===== src/rtl/hazard_ctrl.sv =====
// hazard_ctrl: pipeline hazard detection, forwarding selects, the
// multiply/divide hold sequencer and a saturating stall-cycle counter.
module hazard_ctrl #(
  parameter int unsigned MD_LATENCY = 4,
  parameter int unsigned CNT_W      = 16
) (
  input  logic             clk,
  input  logic             reset,
  input  logic [4:0]       Rs_D,
  input  logic [4:0]       Rt_D,
  input  logic [4:0]       Rs_E,
  input  logic [4:0]       Rt_E,
  input  logic [4:0]       WriteReg_E,
  input  logic [4:0]       WriteReg_M,
  input  logic [4:0]       WriteReg_W,
  input  logic             RegWrite_E,
  input  logic             RegWrite_M,
  input  logic             RegWrite_W,
  input  logic             MemtoReg_E,
  input  logic             MemtoReg_M,
  input  logic             Branch_D,
  input  logic             PCSrc_D,
  input  logic             md_start_E,
  output logic             Stall_F,
  output logic             Stall_D,
  output logic             Stall_E,
  output logic             Flush_D,
  output logic             Flush_E,
  output logic             Bubble_M,
  output logic [1:0]       ForwardA_E,
  output logic [1:0]       ForwardB_E,
  output logic             ForwardA_D,
  output logic             ForwardB_D,
  output logic             md_done,
  output logic [CNT_W-1:0] stall_cycles
);

  localparam logic [1:0] IDLE = 2'd0;
  localparam logic [1:0] BUSY = 2'd1;
  localparam logic [1:0] DONE = 2'd2;

  // BUSY is entered one cycle after the start cycle and DONE takes the
  // final cycle, so the BUSY countdown spans MD_LATENCY-2 cycles.
  localparam logic [3:0] CNT_LOAD = 4'(MD_LATENCY - 2);

  logic [1:0] state, state_nxt;
  logic [3:0] cnt, cnt_nxt;

  logic lwstall, brstall, mdstall;

  // A writer hits a reader when it writes a non-zero register equal to the source
  function automatic logic hit(input logic we, input logic [4:0] dst,
                               input logic [4:0] src);
    return we && (dst != 5'd0) && (dst == src);
  endfunction

  // Hazard terms and all combinational outputs; everything held at 0 in reset
  always_comb begin
    lwstall    = 1'b0;
    brstall    = 1'b0;
    mdstall    = 1'b0;
    Stall_F    = 1'b0;
    Stall_D    = 1'b0;
    Stall_E    = 1'b0;
    Flush_D    = 1'b0;
    Flush_E    = 1'b0;
    Bubble_M   = 1'b0;
    ForwardA_E = 2'b00;
    ForwardB_E = 2'b00;
    ForwardA_D = 1'b0;
    ForwardB_D = 1'b0;
    md_done    = 1'b0;
    if (!reset) begin
      if (hit(RegWrite_M, WriteReg_M, Rs_E))      ForwardA_E = 2'b10;
      else if (hit(RegWrite_W, WriteReg_W, Rs_E)) ForwardA_E = 2'b01;
      if (hit(RegWrite_M, WriteReg_M, Rt_E))      ForwardB_E = 2'b10;
      else if (hit(RegWrite_W, WriteReg_W, Rt_E)) ForwardB_E = 2'b01;

      ForwardA_D = hit(RegWrite_M, WriteReg_M, Rs_D);
      ForwardB_D = hit(RegWrite_M, WriteReg_M, Rt_D);

      lwstall = MemtoReg_E &&
                (hit(RegWrite_E, WriteReg_E, Rs_D) || hit(RegWrite_E, WriteReg_E, Rt_D));
      brstall = Branch_D &&
                (hit(RegWrite_E, WriteReg_E, Rs_D) || hit(RegWrite_E, WriteReg_E, Rt_D) ||
                 hit(MemtoReg_M, WriteReg_M, Rs_D) || hit(MemtoReg_M, WriteReg_M, Rt_D));
      mdstall = ((state == IDLE) && md_start_E) || (state == BUSY);

      Stall_F  = lwstall || brstall || mdstall;
      Stall_D  = Stall_F;
      Stall_E  = mdstall;
      Bubble_M = mdstall;
      // The held multiply/divide sits in ID/EX and must not be flushed
      Flush_E  = (lwstall || brstall) && !mdstall;
      Flush_D  = PCSrc_D && !Stall_D;
      md_done  = (state == DONE);
    end
  end

  // Multiply/divide sequencer next-state logic
  always_comb begin
    state_nxt = state;
    cnt_nxt   = cnt;
    case (state)
      IDLE: begin
        if (md_start_E) begin
          state_nxt = BUSY;
          cnt_nxt   = CNT_LOAD;
        end
      end
      BUSY: begin
        if (cnt == 4'd1) state_nxt = DONE;
        else             cnt_nxt   = cnt - 4'd1;
      end
      DONE:    state_nxt = IDLE;
      default: state_nxt = IDLE;
    endcase
  end

  // Sequencer state registers
  always_ff @(posedge clk or posedge reset) begin
    if (reset) begin
      state <= IDLE;
      cnt   <= '0;
    end else begin
      state <= state_nxt;
      cnt   <= cnt_nxt;
    end
  end

  // Saturating count of cycles with the front end stalled
  always_ff @(posedge clk or posedge reset) begin
    if (reset)
      stall_cycles <= '0;
    else if (Stall_F && (stall_cycles != '1))
      stall_cycles <= stall_cycles + CNT_W'(1);
  end

endmodule


===== config.mk =====
export PLATFORM = sky130hd
export DESIGN_NAME = hazard_ctrl
export DESIGN_NICKNAME = d
export VERILOG_FILES = /design/src/rtl/hazard_ctrl.sv
export SDC_FILE = /design/constraint.sdc
export NUM_CORES = 1
export LEC_CHECK = 0
export CAP_MARGIN = 20
export CORE_UTILIZATION = 46
export DETAILED_ROUTE_END_ITERATION = 6
export PLACE_DENSITY = 0.88
export RECOVER_POWER = 100
export SLEW_MARGIN = 25
export SYNTH_ARGS = -nofsm -noshare
export SYNTH_HDL_FRONTEND = slang
export SYNTH_SLANG_ARGS = --single-unit

===== constraint.sdc =====
create_clock -name clk -period 10.49 [get_ports clk]
set_input_delay 3.147 -clock clk [delete_from_list [all_inputs] [get_ports clk]]
set_output_delay 3.147 -clock clk [all_outputs]
set_load 0.005 [all_outputs]

Word level (Yosys, flattened, before mapping) --
Cells that the tools add are included.
Storage, ports and cells: register bits 22, bits of input ports 45, output and inout bits 29, logic and storage cells 74
Operators by class: $add $sub $neg 2, equal/unequal tests 15, muxes and demuxes 19, reduce and logical (&&, ||, !) cells 35
Operators with widths (count):
- $eq 5x5->1 | 8
- $logic_and 1x1->1 | 20
- $add 16x1->16 const B | 1
- $ne 16x16->1 const B | 1
- $reduce_bool 5->1 | 3
- $mux 2 | 6
- $mux 1 | 9
- $mux 4 | 2
- $pmux 4 s2 | 1
- $logic_or 1x1->1 | 6
- $eq 4x1->1 const B | 1
- $ne 2x2->1 const B | 2
- $pmux 2 s2 | 1
- $sub 4x1->4 const B | 1
- $reduce_and 3->1 | 1
- $eq 2x1->1 const B | 1
- $eq 2x2->1 const B | 1
- $logic_not 1->1 | 2
- $logic_not 2->1 | 1
- $ne 2x1->1 const B | 1
- $reduce_and 2->1 | 1
- $reduce_bool 2->1 | 1

Depth between registers and ports, before layout --
word-level depth 12, gate-level depth with buffers 9, mapped depth without buffers 7

Least setup slack after synthesis --
Ideal clock, no wire load.
path kind input -> output, from in reset, to out ForwardB_E[0], arrival 4561 ps, data required time 7343 ps, setup slack 2782 ps, stages 5, path buffers 1, cell sequence clkbuf_1 > inv_1 > o211ai_1 > nor4_1 > and4_1
Between the ends: longest elaborated chain between the ends 1
Ends and longest elaborated chain:
- from (decl) | line 8 | input logic reset,
- $mux 2 | line 73 | if (!reset) begin
- to (decl) | line 31 | output logic [1:0] ForwardB_E,
Every way passes these cells.

Worst setup path in the final report --
Same ends and word-level chain as after synthesis.

==> summary.md <==
| Metric | Value |
|---|---|
| Status | `completed` |
| Cell count after synthesis | `189` |
| Post-synth top cells | `xnor2_1, xor2_1, dfrtp_1` |
| Hold/Removal Path Class | `reg -> reg` |
| Share of layout cells above drive strength 1 | `3.876%` |
| Worst path slowest cell | `clkbuf_1` |
| GRT overflow | `0` |
| Critical Path AT | `5980 ps` |
| Initial Utilization | `49.73%` |
| DR vias | `1556` |
| Synthesized net count | `237` |
| DP Wirelength | `3336 um` |
| Setup TNS | `0 ps` |
| Number of diodes | `0` |
| Area after DPL | `0.002440 mm^2` |
| Drc violations | `0` |
| Logic pwr share | `41.4%` |
| Post-CTS Setup Repair Bufs | `0` |
| Top FF cell, synth | `dfrtp_1` |
| Cell with the most instances after synthesis | `xnor2_1` |
| Pint | `242.5 uW` |
| Netlist cell types | `36` |
| Setup Skew | `2.895 ps` |
| H-tree depth | `1` |
| Final WS setup | `1366 ps` |
| Wire per inst | `13.36 um` |
| Setup slack at placement | `2005 ps` |
| Mean Syn Cell Area | `9.056 um^2` |
| CP endpoint kind | `primary output` |
| CTS clock-pin slew for the worst setup and hold paths | `80 ps` |
| Startpoint Class | `input pin` |
| Die ar. | `0.003969 mm^2` |
| Vias in the first global route | `1553` |
| Iteration-0 DRC Markers | `73` |
| Total power draw | `363.4 uW` |
| Gr usage total | `21.98%` |
| P&R area growth vs syn | `45.98%` |
| Post_cts resized | `0` |
| Net Sw Power | `120.9 uW` |
| Die Wd | `63 um` |
| Slew Limit Fails | `0` |
| CTS root buffer | `clkbuf_8` |
| Largest fanout on the critical path | `24` |
| Required @ worst endpoint | `7340 ps` |
| Max-slew headroom | `22.23%` |
| Antenna Nets Post-Route | `0` |
| Top-area cell type share of the netlist area | `32.16%` |
| Seq pwr share | `37.4%` |
| Clock sink count | `22` |
| First-pass GRT wire length | `6900 um` |
| Post-synth EDFFs | `0` |
| Maximum number of pins on one net before global-route repair | `25` |
| GP Congestion | `0.8165` |
| Period minus WS final | `9124 ps` |
| WHS Path Cells | `1` |
| Slew @ Worst Pin | `1167 ps` |
| Final hold vios | `0` |
| # fillers | `268` |
| # placed instances | `300` |
| Synthesized flop and latch total | `22` |
| Die Y-Extent | `63 um` |
| Initial antenna violation count | `0` |
| Ys async rst share | `100.0%` |
| Cell Area, Synth | `0.001712 mm^2` |
| IO Count | `74` |
| Synth area leaders | `dfrtp_1, xnor2_1, xor2_1` |
| Yosys Warn Count | `0` |
| Final instance area | `0.002499 mm^2` |
| CTS tree | `done` |
| Reg2reg path depth | `7` |
| Via density | `5.118` |
| Multi-input combinational cell area | `0.001066 mm^2` |
| CTS Hold Bufs | `0` |
| Finished Layout Cells | `304` |
| Setup violators final | `0` |
| Largest area contributor in the netlist | `dfrtp_1` |
| Leakage | `1.064 nW` |
| Clock Tree Buf Depth | `2` |
| CP max stage delay | `860 ps` |
| Buffers on Ports | `73` |
| Clk network pwr share | `21.2%` |
| Fmax | `109.6 MHz` |
| Sequential area share after synthesis | `32.16%` |
| RSZ-0062 raised after global routing | `no` |
| FF+latch area | `550.5 um^2` |
| Switching Fraction | `33.27%` |
| First-pass DRT Iterations | `4` |
| DRT Wirelength | `4062 um` |
| Core area | `0.003442 mm^2` |
| Post-layout nets | `307` |
| Cell mode on critical path | `clkdlybuf4s50_1` |
| Worst skew pair latency | `260 ps` |
| CTS buffer count | `3` |
| Setup Crit Path Kind | `in -> out` |
| Tcrit/Tclk final | `86.98%` |
| Critical path cell sequence | `clkdlybuf4s50_1 -> inv_1 -> clkbuf_1 -> o211ai_1 -> nor4_1 -> and4_1 -> clkdlybuf4s50_1` |
| Row cnt | `21` |
| Peak VDD IR | `0.0001242 V` |
| Pwr Density | `145.4 mW/mm^2` |
| Max cap viols | `0` |
## cells in the final DEF (no fill, tap or decap), types with 2 or more instances in the layout
master           count
clkdlybuf4s50_1     43
xnor2_1             30
dlygate4sd3_1       30
xor2_1              26
dfrtp_1             22
nand3_1             18
nor3_1              14
nor2_1              13
nand2_1              8
and3_1               8
inv_1                5
nor4_1               5
nand4_1              4
nor3b_1              3
ha_1                 3
clkbuf_8             3
and2_1               2
o21ai_0              2
or4_1                2
and4_1               2
## metrics by stage
| stage | hold WS, ps | util [%] |
|---|---|---|
| 3_5_place_dp | 484.5 | 70.88 |
| 6_report | 493.5 | 72.59 |
| 2_1_floorplan | 480.4 | - |
| 4_1_cts | 501.8 | 72.96 |
| 5_1_grt | 523.8 | 72.59 |
| 3_3_place_gp | 483.5 | 70.88 |
## layout make-up
class / count / area share (%)
clock buffers: 3 / 1.652
repair buffers: 74 / 29.39
clock inverters: 1 / 1.202
flip-flops and latches: 22 / 22.03
inverters: 5 / 0.7511
multi-input cells: 153 / 42.66
well taps: 46 / 2.303
## path summary, 6_finish.rpt
check | end | slack, ps | from
hold / removal | stall_cycles[12]$_DFFE_PP0P_ | 490 | stall_cycles[12]$_DFFE_PP0P_
max in group asynchronous | cnt[0]$_DFFE_PP0P_ | 5980 | reset
hold reg to reg | stall_cycles[12]$_DFFE_PP0P_ | 490 | stall_cycles[12]$_DFFE_PP0P_
setup / recovery | ForwardB_E[0] | 1370 | reset
setup reg to reg | stall_cycles[5]$_DFFE_PP0P_ | 8080 | stall_cycles[0]$_DFFE_PP0P_
min in group asynchronous | stall_cycles[4]$_DFFE_PP0P_ | 3820 | reset
## registers in the layout, summed over array words and instances, names as in the netlist
name / cells
cnt: 4
stall_cycles: 16
state: 2
## power groups by stage
| stage | clock network [mW] | registers, mW | logic [mW] |
|---|---|---|---|
| global route | 0.0816 | 0.139 | 0.169 |
| floorplan | 0 | 0.133 | 0.0936 |
| global placement | 0 | 0.136 | 0.157 |
| detailed placement | 0 | 0.137 | 0.160 |
| finish | 0.0771 | 0.136 | 0.150 |
| CTS | 0.0776 | 0.136 | 0.161 |
## cell families (layout without fill, tap and decap cells)
family	after synthesis	after routing	synth area share, %
flops	22	22	32.16
buf+inv	14	83	5.043
xor+xnor	57	57	29.61
mux	2	2	1.243
compound gates	8	8	3.436
fa+ha+maj	3	3	2.193
simple gates	83	83	26.32
## worst max-delay path, delay by kind of cell
| kind | cells | cell delay [ps] |
|---|---|---|
| buffers and inverters | 4 | 2050 |
| AOI/OAI and AO/OA | 1 | 240 |
| and+or+nand+nor | 2 | 540 |
## routing by layer
metal	track usage, %	part of all wire, %	vias to the layer above
li1	-	-	784
met5	0	0	-
met4	4.942	1.7	0
met2	35.75	48	45
met1	29.34	46	719
met3	5.109	4.3	8
Power figures use the tool's default switching activity.
==> patch 1 (config.mk and constraints unchanged) <==
Change the parameter `CNT_W` from 16 to 32.
--- a/src/rtl/hazard_ctrl.sv
+++ b/src/rtl/hazard_ctrl.sv
@@ -4,3 +4,3 @@
   parameter int unsigned MD_LATENCY = 4,
-  parameter int unsigned CNT_W      = 16
+  parameter int unsigned CNT_W      = 32
 ) (
Interface: changed (resized stall_cycles); port bits go from 74 to 90. The function was not compared with the original's and may differ.
==> patch 1 against the unedited design <==
Setup slack better by 47 ps. Combinational power is 8% higher. Largest cell class unchanged. Worst hold slack worse by 6.1 ps. Wire length is 47% higher. Critical path depth is 1 higher. Clock skew is 0.52 ps lower. Non-clock buffer count is 17 higher. Area after synthesis is 51% higher. Global-route usage is 0.28 points lower. Largest power group is now registers. Sequential share of layout area is 5.0 points higher. Final area is 41% higher. Sequential cell count is 16 higher. Maximum frequency is 0.52% higher. Total power is 29% higher.
==> patch 1: results (changes against the unedited design) <==
| Metric | Value |
|---|---|
| Gpl congestion | 0.900 (+10%) |
| Largest regs | stall_cycles (32), cnt (4), state (2) |
| Status | complete, no violations |
| Commonest cells in the netlist | 53 x xor2_1, 38 x dfrtp_1, 20 x nor3_1, 19 x xnor2_1 |
| Wire per inst | 14.3 um (+7.1%) |
| Critical Path Fanout Max | 33 (+38%) |
| Post-route minimum period | 9080 ps (-46.8 ps) |
| Number of global-route vias before repair | 2262 (+46%) |
| Worst Reg-to-Reg Cells | 8 (+1) |
| R2R Setup Slk | 7650 ps (-430 ps) |
| Syn nets | 311 (+31%) |
| Via count | 2227 (+43%) |
| Max H-tree Level | 2 (+1) |
| Total GRT Usage | 21.7% (-0.28 points) |
| Placed wire-length estimate | 4.73 mm (+42%) |
| Setup crit end | Stall_D |
| Place WS | 1630 ps (-378 ps) |
| Critical R2R Capture | stall_cycles[27] |
| Inserted Clock Buffers | 5 (+2) |
| Clk Latency, worst-skew pair | 290 ps (+30 ps) |
| P_leak | 1.55 nW (+46%) |
| Post-DP Area | 3470 um2 (+42%) |
| Most common cell in the netlist | xor2_1 |
| Pin count of the biggest net entering global routing | 34 (+36%) |
| WP data arrival | 5930 ps (-50 ps) |
| Slew margin rel. | 13.2% (-9.0 points) |
| Yosys cell types | 43 (+19%) |
| PortBufs | 89 (+22%) |
| # nets final | 395 (+29%) |
| Post-synthesis adder-cell area fraction | 1.46% (-0.74 points) |
| Worst-case vdd ir drop | 0.0621 mV (-50%) |
| Final hold slack | 487 ps (-6.08 ps) |
| First DRT Iteration DRCs | 128 (+75%) |
| Crit path from | WriteReg_M[0] |
| Main area contributors after synthesis | dfrtp_1 37%, xor2_1 18%, xnor2_1 6.5%, nor3_1 3.9%, nand3_1 3.1% |
| Compound-Gate Fraction of Synth Area | 3.50% (+0.061 points) |
| FILL cells | 433 (+62%) |
==> patch 1: through the flow <==
stage	cells	utilization, %
final	418	67.1
after global routing	418	67.1
after CTS	418	68.1
after detailed placement	410	66.3
after global placement	410	66.3
after floorplan	263	-
==> patch 1: power by group <==
group	internal, mW	switching (mW)
logic	0.0864	0.0754
registers	0.175	0.0310
clock network	0.0530	0.0494
==> patch 1: per-layer routing <==
metal	vias up	part of all wire (%)	global-route usage (%)
li1	1086	-	-
met1	1035	40	23.7
met2	91	50	38.8
met3	15	7.9	6.90
met4	0	2.2	8.27
met5	-	0	0
==> patch 1: layout make-up <==
| type | count | area share, % |
|---|---|---|
| clock buffers | 7 | 2.46 |
| clock inverters | 1 | 0.142 |
| inverters | 8 | 0.854 |
| multi-input cells | 203 | 41.3 |
| flip-flops and latches | 38 | 27.1 |
| well taps | 70 | 2.49 |
| repair buffers | 91 | 25.7 |
==> patch 2 (config.mk and constraints unchanged) <==
Made on the original files. Reset style: synchronous (`reset`), changed in 2 clocked blocks.
--- a/src/rtl/hazard_ctrl.sv
+++ b/src/rtl/hazard_ctrl.sv
@@ -120,3 +120,3 @@
   // Sequencer state registers
-  always_ff @(posedge clk or posedge reset) begin
+  always_ff @(posedge clk) begin
     if (reset) begin
@@ -131,3 +131,3 @@
   // Saturating count of cycles with the front end stalled
-  always_ff @(posedge clk or posedge reset) begin
+  always_ff @(posedge clk) begin
     if (reset)
Function: differs if reset is asserted again (counterexample within 4 cycles, from zero or initial values and one cycle with reset high); with reset held inactive, the same outputs for 10 cycles.
==> patch 2 against the unedited design <==
Area after synthesis up 3.6%. Setup slack better by 28 ps. Non-clock buffer count increased by 1. Register-to-register slack worse by 510 ps. Wire length increased by 12%. Sequential cell count unchanged. First-iteration DRC count is 100% higher. Count of clock-buffer cells in the layout grew 1. Final area rose by 0.50%. Maximum frequency up 0.31%. Critical path depth unchanged. Worst hold slack improved by 1.3 ps. Highest routed layer unchanged.
Power is not compared: it rests on default switching activity, and its combinational part moved more than twofold at a synthesized area within 25%.
==> patch 2: results (changes against the unedited design) <==
| Metric | Value |
|---|---|
| Routed vias/inst | 5.56 (+8.6%) |
| Largest regs | stall_cycles (16), cnt (4), state (2) |
| Share of layout cells above drive strength 1 | 4.91% (+1.0 points) |
| Post-synthesis adder-cell area fraction | 2.12% (-0.076 points) |
| Post-Synthesis Cells | 220 (+16%) |
| Number of global-route vias before repair | 1741 (+12%) |
| Gpl congestion | 0.844 (+3.3%) |
| Post-DP Area | 2470 um2 (+1.4%) |
| Critical Path Fanout Max | 24 (unchanged) |
| Seq/Total Area, Yosys | 24.8% (-7.3 points) |
| Final cell count without fillers | 333 (+9.5%) |
| Syn nets | 268 (+13%) |
| FFs w/ async S/R, synth | 0% (-100 points) |
| Clock-pin slew on the worst setup and hold paths | 80 ps (about the same) |
| Total GRT Usage | 23.3% (+1.3 points) |
| First DRT Iteration DRCs | 147 (+100%) |
| Yosys cell types | 41 (+14%) |
| Xor/xnor share of the synthesized area | 21.2% (-8.4 points) |
| Compound-Gate Fraction of Synth Area | 14.6% (+11 points) |
| Multiplexer share of the synthesized area | 1.91% (+0.66 points) |
| Pin count of the biggest net entering global routing | 26 (+4.0%) |
| Status | complete, no violations |
| Clk Latency, worst-skew pair | between 200 and 300 ps |
| WP data arrival | 5950 ps (-30 ps) |
| Worst Skew | 4.31 ps (+1.42 ps) |
| Placed wire-length estimate | 3.69 mm (+11%) |
| Final wirelength | 4.54 mm (+12%) |
| Slew @ Worst Pin | 1210 ps (+47.1 ps) |
| Slowest stage delay, CP | 780 ps (-80 ps) |
| FILL cells | 315 (+18%) |
| Global-route wire length before repair | 7.60 mm (+10%) |
-- patch 2: final cells by class --
class / count / area share (%)
flip-flops and latches: 22 / 17.5
repair buffers: 75 / 29.4
multi-input cells: 175 / 47.1
inverters: 9 / 1.35
well taps: 48 / 2.39
clock buffers: 4 / 2.19
-- patch 2: worst paths after layout --
| path | start | endpoint | slack (ps) | depth (start not counted) |
|---|---|---|---|---|
| max | reset | Flush_D | 1390 | 7 |
| min | cnt[0] | cnt[0] | 490 | 2 |
| max reg2reg | stall_cycles[7] | stall_cycles[1] | 7570 | 7 |
| min reg2reg | cnt[0] | cnt[0] | 490 | 2 |
-- patch 2: layer usage --
metal  share of wire [%]  wire length [um]  vias up  track usage, %
li1                    -                 -      918               -
met1                  42              1930      849            26.2
met2                  49              2240       77            42.7
met3                 6.7               302        7            5.00
met4                 1.6                71        0            8.24
met5                   0                 0        -               0
-- patch 2: metrics by stage --
stage / total power [mW] / hold WS [ps] / util (%) / worst slack [ps]
after floorplan: 0.126 / 466 / - / 2660
after global placement: 0.153 / 484 / 67.1 / 2010
after detailed placement: 0.155 / 484 / 67.1 / 1880
after CTS: 0.217 / 497 / 68.6 / 1880
after global routing: 0.223 / 522 / 68.1 / 1180
final: 0.212 / 495 / 68.1 / 1390
-- patch 2: worst max-delay path, delay by kind of cell --
kind                   cells  cell delay [ps]
buffers and inverters      4             2270
AND/OR/NAND/NOR            3              530
-- patch 2: power breakdown --
group	internal, mW	switching (mW)	total (mW)
logic	0.0332	0.0281	0.0613
clock network	0.0335	0.0277	0.0612
registers	0.0867	0.00318	0.0898
total	0.153	0.0590	0.212
